$ cat src/rtl/pe1_ntt_sched_pkg.sv
// pe1_sched_pkg: shared types, pass counts and per-pass address tables for
// the PE1 NTT sequencer.
//   state_t      sequencer FSM state encoding
//   NPASS_K/D    passes per transform (Kyber / Dilithium)
//   *_TAB        per-pass rotate amount, twiddle shift and twiddle base,
//                indexed by tab_idx({mode_kd, mode_inv, pass[2:0]})
//   rotl6        6-bit rotate-left used for the bank read address
//   radix4       1 when the given pass runs as a Kyber radix-4 pass
package pe1_sched_pkg;

   typedef enum logic [1:0] {
      S_IDLE  = 2'd0,
      S_ISSUE = 2'd1,
      S_DRAIN = 2'd2,
      S_DONE  = 2'd3
   } state_t;

   localparam int NPASS_K = 4;
   localparam int NPASS_D = 8;

   // Row order: Kyber NTT, Kyber INTT, Dilithium NTT, Dilithium INTT.
   // Kyber rows only use entries 0..3; the rest are padding.
   localparam logic [2:0] ROT_TAB [0:31] = '{
      3'd0, 3'd2, 3'd4, 3'd0, 3'd0, 3'd0, 3'd0, 3'd0,
      3'd0, 3'd4, 3'd2, 3'd0, 3'd0, 3'd0, 3'd0, 3'd0,
      3'd0, 3'd1, 3'd2, 3'd3, 3'd4, 3'd5, 3'd0, 3'd1,
      3'd5, 3'd4, 3'd3, 3'd2, 3'd1, 3'd0, 3'd5, 3'd4
   };

   localparam logic [2:0] TW_SH_TAB [0:31] = '{
      3'd5, 3'd3, 3'd1, 3'd0, 3'd0, 3'd0, 3'd0, 3'd0,
      3'd0, 3'd1, 3'd3, 3'd5, 3'd0, 3'd0, 3'd0, 3'd0,
      3'd5, 3'd4, 3'd3, 3'd2, 3'd1, 3'd0, 3'd0, 3'd0,
      3'd0, 3'd0, 3'd0, 3'd1, 3'd2, 3'd3, 3'd4, 3'd5
   };

   // Dilithium INTT pass 0 starts at 250 and deliberately wraps the ROM.
   localparam logic [7:0] TW_BASE_TAB [0:31] = '{
      8'd1,   8'd3,   8'd11,  8'd43,  8'd0,   8'd0,   8'd0,   8'd0,
      8'd128, 8'd192, 8'd224, 8'd240, 8'd0,   8'd0,   8'd0,   8'd0,
      8'd1,   8'd2,   8'd4,   8'd8,   8'd16,  8'd32,  8'd96,  8'd160,
      8'd250, 8'd200, 8'd136, 8'd72,  8'd40,  8'd24,  8'd16,  8'd8
   };

   function automatic logic [4:0] tab_idx(logic kd, logic inv, logic [2:0] pass);
      return {kd, inv, pass};
   endfunction

   function automatic logic [5:0] rotl6(logic [5:0] v, logic [2:0] r);
      logic [11:0] d;
      d = {v, v} << r;
      return d[11:6];
   endfunction

   // Kyber NTT runs 4,4,4,2; Kyber INTT runs 2,4,4,4; Dilithium is all radix-2.
   function automatic logic radix4(logic kd, logic inv, logic [3:0] pass);
      if (kd)
         return 1'b0;
      if (inv)
         return pass != 4'd0;
      return pass != 4'd3;
   endfunction

endpackage

$ cat src/rtl/pe1_ntt_sched_if.sv
// pe1_ntt_sched_if: control and bank/ROM address bundle between the
// sequencer (slave) and its requester / PE1 datapath (master).
//   start, mode_kd, mode_inv, stall     requester -> sequencer
//   busy, done                          sequencer status
//   KD_mode, sel_1, sel_0, pass_idx     PE1 pass configuration
//   rd_en, rd_addr, tw_addr             bank read / twiddle ROM address
//   wr_en, wr_addr                      bank write-back
interface pe1_ntt_sched_if #(parameter int TW_AW = 8);
   logic             start;
   logic             mode_kd;
   logic             mode_inv;
   logic             stall;
   logic             busy;
   logic             done;
   logic             KD_mode;
   logic             sel_1;
   logic             sel_0;
   logic             rd_en;
   logic [5:0]       rd_addr;
   logic [TW_AW-1:0] tw_addr;
   logic             wr_en;
   logic [5:0]       wr_addr;
   logic [3:0]       pass_idx;

   modport master (
      output start, mode_kd, mode_inv, stall,
      input  busy, done, KD_mode, sel_1, sel_0, rd_en, rd_addr, tw_addr,
             wr_en, wr_addr, pass_idx
   );

   modport slave (
      input  start, mode_kd, mode_inv, stall,
      output busy, done, KD_mode, sel_1, sel_0, rd_en, rd_addr, tw_addr,
             wr_en, wr_addr, pass_idx
   );
endinterface

$ cat src/rtl/pe1_ntt_sched_dly_line.sv
// sched_dly_line: DEPTH-stage shift register carrying {valid, addr} from
// the read side to the write side. Always shifts; cleared by reset.
//   clk, rst   clock, async active-low reset
//   din        value entering stage 0
//   dout       value leaving the last stage (DEPTH cycles later)
module sched_dly_line #(
   parameter int DEPTH = 6,
   parameter int WIDTH = 7
) (
   input  logic             clk,
   input  logic             rst,
   input  logic [WIDTH-1:0] din,
   output logic [WIDTH-1:0] dout
);

   logic [WIDTH-1:0] sr [DEPTH];

   always_ff @(posedge clk or negedge rst) begin
      if (!rst) begin
         for (int i = 0; i < DEPTH; i++)
            sr[i] <= '0;
      end else begin
         sr[0] <= din;
         for (int i = 1; i < DEPTH; i++)
            sr[i] <= sr[i-1];
      end
   end

   assign dout = sr[DEPTH-1];

endmodule

$ cat src/rtl/pe1_ntt_sched.sv
// pe1_ntt_sched: sequencer for one PE1 butterfly, its coefficient bank and
// twiddle ROM. Runs a 256-point Kyber or Dilithium NTT/INTT as a series of
// passes of N_WORDS bank reads each, followed by a PE_LAT drain.
//   clk, rst   clock, async active-low reset
//   bus        pe1_ntt_sched_if slave: start/mode/stall in, status, PE1
//              configuration, read/twiddle addresses and write-back out
//
// state   | meaning
// S_IDLE  | waiting for start; mode latched on accept
// S_ISSUE | one bank read per non-stalled cycle, N_WORDS per pass
// S_DRAIN | PE_LAT cycles letting the pass's last results write back
// S_DONE  | one-cycle done pulse, then back to idle
module pe1_ntt_sched
   import pe1_sched_pkg::*;
#(
   parameter int PE_LAT  = 6,
   parameter int N_WORDS = 64,
   parameter int TW_AW   = 8
) (
   input  logic                clk,
   input  logic                rst,
   pe1_ntt_sched_if.slave      bus
);

   localparam int DW = $clog2(PE_LAT + 1);

   state_t           state;
   logic [5:0]       cnt;
   logic [3:0]       pass;
   logic [DW-1:0]    drain;
   logic             kd;
   logic             inv;
   logic             sel_0_q;
   logic             busy_q;
   logic             done_q;

   logic [3:0]       npass_m1;
   logic [4:0]       idx;
   logic             rd_en_c;
   logic [5:0]       rot_addr;
   logic [TW_AW-1:0] tw_full;
   logic [6:0]       dly_in;
   logic [6:0]       dly_out;

   assign npass_m1 = kd ? 4'(NPASS_D - 1) : 4'(NPASS_K - 1);
   assign idx      = tab_idx(kd, inv, pass[2:0]);
   assign rd_en_c  = (state == S_ISSUE) && !bus.stall;
   assign rot_addr = rotl6(cnt, ROT_TAB[idx]);
   assign tw_full  = TW_AW'(TW_BASE_TAB[idx]) + TW_AW'(cnt >> TW_SH_TAB[idx]);

   always_ff @(posedge clk or negedge rst) begin
      if (!rst) begin
         state   <= S_IDLE;
         cnt     <= '0;
         pass    <= '0;
         drain   <= '0;
         kd      <= 1'b0;
         inv     <= 1'b0;
         sel_0_q <= 1'b0;
         busy_q  <= 1'b0;
         done_q  <= 1'b0;
      end else begin
         case (state)
            S_IDLE: begin
               if (bus.start) begin
                  state   <= S_ISSUE;
                  kd      <= bus.mode_kd;
                  inv     <= bus.mode_inv;
                  sel_0_q <= radix4(bus.mode_kd, bus.mode_inv, 4'd0);
                  pass    <= '0;
                  cnt     <= '0;
                  busy_q  <= 1'b1;
               end
            end
            S_ISSUE: begin
               if (rd_en_c) begin
                  cnt <= cnt + 6'd1;
                  if (cnt == 6'(N_WORDS - 1)) begin
                     state <= S_DRAIN;
                     drain <= DW'(PE_LAT - 1);
                  end
               end
            end
            S_DRAIN: begin
               if (drain == '0) begin
                  if (pass == npass_m1) begin
                     state  <= S_DONE;
                     done_q <= 1'b1;
                  end else begin
                     // Pass configuration only moves here, once the pipe is empty.
                     state   <= S_ISSUE;
                     pass    <= pass + 4'd1;
                     cnt     <= '0;
                     sel_0_q <= radix4(kd, inv, pass + 4'd1);
                  end
               end else begin
                  drain <= drain - DW'(1);
               end
            end
            S_DONE: begin
               state  <= S_IDLE;
               done_q <= 1'b0;
               busy_q <= 1'b0;
            end
            default: state <= S_IDLE;
         endcase
      end
   end

   // Addresses are zeroed on idle cycles so stall bubbles carry a clean 0.
   assign dly_in = {rd_en_c, rd_en_c ? rot_addr : 6'd0};

   sched_dly_line #(.DEPTH(PE_LAT), .WIDTH(7)) u_dly (
      .clk  (clk),
      .rst  (rst),
      .din  (dly_in),
      .dout (dly_out)
   );

   assign bus.rd_en    = rd_en_c;
   assign bus.rd_addr  = dly_in[5:0];
   assign bus.tw_addr  = rd_en_c ? tw_full : '0;
   assign bus.wr_en    = dly_out[6];
   assign bus.wr_addr  = dly_out[5:0];
   assign bus.busy     = busy_q;
   assign bus.done     = done_q;
   assign bus.KD_mode  = kd;
   assign bus.sel_1    = inv;
   assign bus.sel_0    = sel_0_q;
   assign bus.pass_idx = pass;

endmodule
$ cat src/flat_wrapper.sv
// flat-port wrapper written by rule: the top's interface ports become plain ports
module pe1_ntt_sched_flat import pe1_sched_pkg::*;
#(
   parameter int PE_LAT  = 6,
   parameter int N_WORDS = 64,
   parameter int TW_AW   = 8
)
  (clk, rst, bus_start, bus_mode_kd, bus_mode_inv, bus_stall, bus_busy, bus_done, bus_KD_mode, bus_sel_1, bus_sel_0, bus_rd_en, bus_rd_addr, bus_tw_addr, bus_wr_en, bus_wr_addr, bus_pass_idx);
  pe1_ntt_sched_if #(.TW_AW(TW_AW)) bus_i ();
  input  logic clk;
  input  logic rst;
  input wire logic [$bits(bus_i.start)-1:0] bus_start;
  input wire logic [$bits(bus_i.mode_kd)-1:0] bus_mode_kd;
  input wire logic [$bits(bus_i.mode_inv)-1:0] bus_mode_inv;
  input wire logic [$bits(bus_i.stall)-1:0] bus_stall;
  output wire logic [$bits(bus_i.busy)-1:0] bus_busy;
  output wire logic [$bits(bus_i.done)-1:0] bus_done;
  output wire logic [$bits(bus_i.KD_mode)-1:0] bus_KD_mode;
  output wire logic [$bits(bus_i.sel_1)-1:0] bus_sel_1;
  output wire logic [$bits(bus_i.sel_0)-1:0] bus_sel_0;
  output wire logic [$bits(bus_i.rd_en)-1:0] bus_rd_en;
  output wire logic [$bits(bus_i.rd_addr)-1:0] bus_rd_addr;
  output wire logic [$bits(bus_i.tw_addr)-1:0] bus_tw_addr;
  output wire logic [$bits(bus_i.wr_en)-1:0] bus_wr_en;
  output wire logic [$bits(bus_i.wr_addr)-1:0] bus_wr_addr;
  output wire logic [$bits(bus_i.pass_idx)-1:0] bus_pass_idx;
  assign bus_i.start = bus_start;
  assign bus_i.mode_kd = bus_mode_kd;
  assign bus_i.mode_inv = bus_mode_inv;
  assign bus_i.stall = bus_stall;
  assign bus_busy = bus_i.busy;
  assign bus_done = bus_i.done;
  assign bus_KD_mode = bus_i.KD_mode;
  assign bus_sel_1 = bus_i.sel_1;
  assign bus_sel_0 = bus_i.sel_0;
  assign bus_rd_en = bus_i.rd_en;
  assign bus_rd_addr = bus_i.rd_addr;
  assign bus_tw_addr = bus_i.tw_addr;
  assign bus_wr_en = bus_i.wr_en;
  assign bus_wr_addr = bus_i.wr_addr;
  assign bus_pass_idx = bus_i.pass_idx;
  pe1_ntt_sched #(.PE_LAT(PE_LAT), .N_WORDS(N_WORDS), .TW_AW(TW_AW)) u_core (.clk(clk), .rst(rst), .bus(bus_i));
endmodule
$ cat config.mk
export PLATFORM = sky130hd
export DESIGN_NAME = pe1_ntt_sched_flat
export DESIGN_NICKNAME = d
export VERILOG_FILES = /design/src/rtl/pe1_ntt_sched_pkg.sv /design/src/rtl/pe1_ntt_sched_if.sv /design/src/rtl/pe1_ntt_sched_dly_line.sv /design/src/rtl/pe1_ntt_sched.sv /design/src/flat_wrapper.sv
export SDC_FILE = /design/constraint.sdc
export NUM_CORES = 1
export LEC_CHECK = 0
export BUFFER_PORTS_ARGS = -buffer_cell sky130_fd_sc_hd__buf_2
export CORE_UTILIZATION = 29
export DETAILED_ROUTE_END_ITERATION = 8
export SLEW_MARGIN = 10
export SYNTH_ARGS = -nofsm -noshare
export SYNTH_HDL_FRONTEND = slang
export SYNTH_SLANG_ARGS = --single-unit
$ cat constraint.sdc
create_clock -name clk -period 5.7 [get_ports clk]
set_clock_uncertainty 0.15 [all_clocks]
set_input_delay 0.57 -clock clk [delete_from_list [all_inputs] [get_ports clk]]
set_output_delay 0.57 -clock clk [all_outputs]
set_load 0.005 [all_outputs]
# Word level (Yosys, flattened, before mapping)
# Memories as Yosys holds them, arrays and structs flattened.
# Cells that the tools add are included.
dict set report op_classes {
  n_addsub 4
  n_lt_le_gt_ge 1
  n_eq_ne 13
  shift 2
  mux 61
  n_bitwise 1
  reduce_logical 17
}
# operator count
set ops {}
lappend ops {{$mux 1} 30}
lappend ops {{$mux 6} 5}
lappend ops {{$mux 3} 8}
lappend ops {{$mux 8} 3}
lappend ops {{$pmux 6 s3} 1}
lappend ops {{$mux 4} 3}
lappend ops {{$reduce_and 4->1} 3}
lappend ops {{$shl 12x3->12} 1}
lappend ops {{$mux 2} 5}
lappend ops {{$add 8x8->8} 1}
lappend ops {{$ne 2x2->1 const B} 4}
lappend ops {{$pmux 2 s4} 1}
lappend ops {{$pmux 4 s2} 1}
lappend ops {{$reduce_bool 2->1} 4}
lappend ops {{$shr 6x3->8} 1}
lappend ops {{$add 6x1->6 const B} 1}
lappend ops {{$eq 6x6->1 const B} 1}
lappend ops {{$ge 6x6->1 const B} 1}
lappend ops {{$ne 2x1->1 const B} 3}
lappend ops {{$not 5->6} 1}
lappend ops {{$pmux 1 s2} 3}
lappend ops {{$pmux 3 s2} 1}
lappend ops {{$reduce_and 5->1} 1}
lappend ops {{$add 4x1->4 const B} 1}
lappend ops {{other kinds (13)} 15}
dict set report word_totals {
  regBits 62
  romBits 448
  inputBits 6
  out_inout_bits 31
  wordCells 117
  mem_count 3
}
# memory depth width rd rd_clocked_by_memory_dff write_ports line_no
set memory_table {}
lappend memory_table {{(no name shown)} 32 8 1 0 0 pe1_ntt_sched.sv:49} ;# assign tw_full = TW_AW'(TW_BASE_TAB[idx]) + TW_AW'(cnt >> TW_SH_TAB[idx]);
lappend memory_table {{(no name shown)} 32 3 1 0 0 pe1_ntt_sched.sv:49}
lappend memory_table {{(no name shown)} 32 3 1 0 0 pe1_ntt_sched.sv:48} ;# assign rot_addr = rotl6(cnt, ROT_TAB[idx]);

# Logic depth before layout (Yosys ltp)
dict set report logic_depth {
  word_depth 14
  depth_mapped 15
  mapped_depth_nobuf 15
}

# Hierarchy
# From an unflattened synthesis, not the netlist that was laid out.
dict set report unflattened {
  cells_unflattened 353
  hier_area_um2 3573.4
}
# mod n_inst cells_per_inst area_each_um2 seq_area_each_um2
set by_module_without_submodules {}
lappend by_module_without_submodules {pe1_ntt_sched 1 304 2469.9 500.5}
lappend by_module_without_submodules {sched_dly_line 1 49 1103.6 1051.0}

# Worst setup path after synthesis
# Ideal clock, no wire load.
dict set report synth_path {
  path_type {register -> output}
  startpoint {register u_core.pass[0], in the netlist u_core.bus.pass_idx[0]}
  endpoint {output port bus_tw_addr[6]}
  arrival_time_ns 3.306
  t_required_ns 4.980
  setup_slack_ns 1.674
  stages_incl_launch_ff 16
  path_buffers 0
  cell_sequence {dfrtp_1 inv_1 ha_1 mux2i_1 nor3_2 a21o_4 mux4_2 nand2_1 o31ai_1 ha_1 fa_1 a21o_1 a21oi_1 o21ai_0 xor2_1 nor2_1}
}
dict set report synth_via {
  elab_chain_len 7
  elab_cells_between_ends 10
  cone_classes {add/sub (1); shift (1); mux (5); bitwise (1); memory (2)}
}
# item line_no
set synth_rtl {}
lappend synth_rtl {{start: declaration} pe1_ntt_sched.sv:29} ;# logic [3:0] pass;
lappend synth_rtl {{start signal: assignment} pe1_ntt_sched.sv:92} ;# pass <= pass + 4'd1;
lappend synth_rtl {{$not 5->6 (not written as such) *} pe1_ntt_sched.sv:49}
lappend synth_rtl {{$mem_v2 32x3} n/a}
lappend synth_rtl {{$mux 3 (not written as such) (2 in series)} pe1_ntt_sched.sv:49}
lappend synth_rtl {{$shr 6x3->8} pe1_ntt_sched.sv:49}
lappend synth_rtl {{$add 8x8->8 *} pe1_ntt_sched.sv:49}
lappend synth_rtl {{$mux 8 *} pe1_ntt_sched.sv:122} ;# assign bus.tw_addr = rd_en_c ? tw_full : '0;
lappend synth_rtl {{end: declaration} flat_wrapper.sv:23} ;# output wire logic [$bits(bus_i.tw_addr)-1:0] bus_tw_addr;
# Every way passes the cells marked *; elsewhere a longest branch is shown, timed or not. The select of a mux whose other input is x is not followed.

# Worst setup path in the final report
dict set report layout_path {
  startpoint {register u_core.pass[2], in the netlist u_core.bus.pass_idx[2]}
  endpoint {output port bus_tw_addr[6]}
}
# Same word-level chain as after synthesis.

==> flow_summary.ini <==
[status]
status = complete, no violations

[power_and_ir_drop]
power_density_nw_per_um2 = 456
total_power_mw = 1.79
vdd_drop_max_mv = 0.167
leakagePower_nw = 1.95

[worst_setup_path]
slowest_stage = dfrtp_1
crit_top_cell = ha_1
crit_type = flop to primary output
start_kind = flop
endpoint_kind = primary output
cp_max_fo = 17
cp.required_ps = 4980
path_cells = inv_1 -> ha_1 -> mux2_4 -> a21o_4 -> mux4_2 -> nand2_1 -> o31ai_1 -> ha_1 -> fa_1 -> a21o_1 -> a21oi_1 -> o21ai_0 -> xor2_1 -> nor2_1 -> buf_2
slowest_delay_ps = 690
worstPathArrival_ps = 4250

[drt]
viasPerCell = 4.95
routedWlPerCell_um = 13.7
ant_nets = 0
drt-total-wl_um = 6750
drtIter0Drc = 105
drc = 0
drt-pass1-iter-count = 4
via_count = 2444

[synth]
yosys_most_used_dff = dfrtp_1
yosysSeqAreaShare_pct = 46.2
synth_area_um2 = 3360
synthArstFlopShare_pct = 100
yosys_warnings = 0
synthCells = 324
synth_edf_count = 0
syn_avg_cell_area_um2 = 10.4
syn_nets = 352
synth_cell_types = 54
ys_ff_latch = 62

[timing]
period_needed_ps = 4970
rsz0062_at_grt = no
timing.hold.ws_ps = 189
worstMarginPinSlew_ps = 971
post-route-period-util_pct = 87.2
max_freq_mhz = 201
setup_violations = 0
slew_headroom_pct = 35.3
slew_viol_final = 0
hold_viol_final = 0
tns_ps = 0

[floorplan]
die_h_um = 110
start_util_pct = 30.3
rows = 38
die_w_um = 110
io_pins = 37
dieArea_um2 = 12000
coreArea_um2 = 11100

[cts]
clk_transition_reported_paths_ps = 50
cts_setup_buffers = 0
cts.sink_count = 62
cts_tree = yes
cts_resized = 0
ctsHtreeMaxLevel = 3
ctsHoldBuffers = 0
clk_latency_ps = 320
cts_buffer_depth = 2
cts_root_buf = clkbuf_16
cts_made_buffers = 9

[global_route]
top_usage_layer = met2
grt_pass1_vias = 2367
grt_max_degree = 63
grt_pass1_wl_um = 11500
met1_usage_pct = 15.8
use_met3_pct = 2.49
antenna_found_initial = 0
gr-total-overflow = 0
grt_util_met2_pct = 20.4
grt_util_all_layers_pct = 12.6

[min_path]
holdCritPathClass = flop to flop

[final_layout]
diodes = 0
drive_above_1_share_pct = 19.5
final_nets = 379
area.growth.synth_to_final_pct = 16.8
final_common_cell = dfrtp_1
final_cell_mix = dfrtp_1 (62), buf_2 (36), nor2_1 (34)

[placement]
place_congestion = 0.912
dp_hpwl_um = 4700
numPortBuffers = 36

[run]
maxCapViolations = 0
-- final timing paths --
path,startpoint,to,slack (ps),cells after the start
max,u_core.bus.pass_idx[2],bus_tw_addr[6],730,15
min,u_core.u_dly.sr[38],u_core.u_dly.sr[31],190,0
max reg2reg,u_core.bus.sel_1,u_core.u_dly.sr[35],2920,6
min reg2reg,u_core.u_dly.sr[38],u_core.u_dly.sr[31],190,0
max in group asynchronous,rst,u_core.u_dly.dout[1],4630,2
min in group asynchronous,rst,u_core.drain[0],240,2
-- worst max-delay path: cells and delay by family (launching register included) --
kind / cells / cell delay (ps)
multiplexers: 2 / 710
buffers and inverters: 2 / 380
XOR/XNOR: 1 / 160
flip-flops: 1 / 690
AND/OR/NAND/NOR: 2 / 170
adder cells (fa/ha/maj): 3 / 950
AO/OA/AOI/OAI: 5 / 850
-- cells in the mapped netlist (2+ instances only) --
cell / n / share of area, %
dfrtp_1: 62 / 46
nor2_1: 34 / 3.8
nand2_1: 28 / 3.1
ha_1: 21 / 7.8
mux2i_1: 18 / 5.4
o21ai_0: 16 / 2.4
a21oi_1: 15 / 2.2
inv_1: 10 / 1.1
clkbuf_1: 9 / 1.0
a21o_1: 8 / 1.8
buf_4: 8 / 1.8
nand2b_1: 7 / 1.3
nor3_1: 7 / 1.0
xor2_1: 6 / 1.6
a22o_1: 5 / 1.3
mux2_2: 5 / 1.7
xnor2_1: 5 / 1.3
a221oi_1: 4 / 1.0
a211oi_1: 3 / 0.67
buf_2: 3 / 0.45
nand4_1: 3 / 0.56
nor2b_1: 3 / 0.56
o22ai_1: 3 / 0.56
a31oi_1: 2 / 0.37
a32oi_1: 2 / 0.52
and2_1: 2 / 0.37
and3_1: 2 / 0.37
buf_6: 2 / 0.67
inv_2: 2 / 0.22
nand3_1: 2 / 0.30
nor4_1: 2 / 0.37
o21a_1: 2 / 0.45
o311ai_0: 2 / 0.52
-- layout make-up --
class / instances / area [um^2]
clock buffer: 9 / 225
timing repair buffer: 38 / 195
clock inverter: 5 / 100
inverter: 12 / 45.0
fill: 1102 / 7160
tap: 140 / 175
sequential: 62 / 1550
multi-input combinational: 228 / 1630
-- logic make-up after synthesis --
kind of cell	share of synthesized area, %
compound gates	14.7
xor+xnor	3.35
fa+ha+maj	8.42
buf+inv	5.26
flops	46.2
mux	8.57
simple gates	13.5
-- routing by layer --
metal,routed length [um],vias to the layer above
met2,3260,48
met4,165,0
met3,217,14
li1,-,1181
met5,0,-
met1,3110,1201
-- where the power goes --
| group | switching [mW] | leakage (nW) | internal, mW |
|---|---|---|---|
| logic | 0.300 | 0.989 | 0.255 |
| clock network | 0.181 | 0.161 | 0.420 |
| registers | 0.0942 | 0.801 | 0.539 |
| total | 0.575 | 1.95 | 1.21 |
-- sequential cells by signal (all words and copies together), names as in the netlist --
| register | cells |
|---|---|
| u_core.bus.busy | 1 |
| u_core.state | 2 |
| u_core.u_dly.dout | 7 |
| u_core.bus.sel_1 | 1 |
| u_core.bus.sel_0 | 1 |
| u_core.bus.KD_mode | 1 |
| u_core.bus.pass_idx | 4 |
| u_core.cnt | 6 |
| u_core.bus.done | 1 |
| u_core.drain | 3 |
| u_core.u_dly.sr | 35 |
-- metrics by stage --
stage                     instances  util, %  setup WS (ps)  cell area [um^2]
after floorplan                 324        -           1670              3360
after global placement          480     32.5           1210              3600
after detailed placement        480     32.5           1110              3600
after CTS                       494     35.4            746              3920
after global routing            494     35.4            508              3920
final                           494     35.4            730              3920
Note: power is estimated with default switching activity, not from simulation.
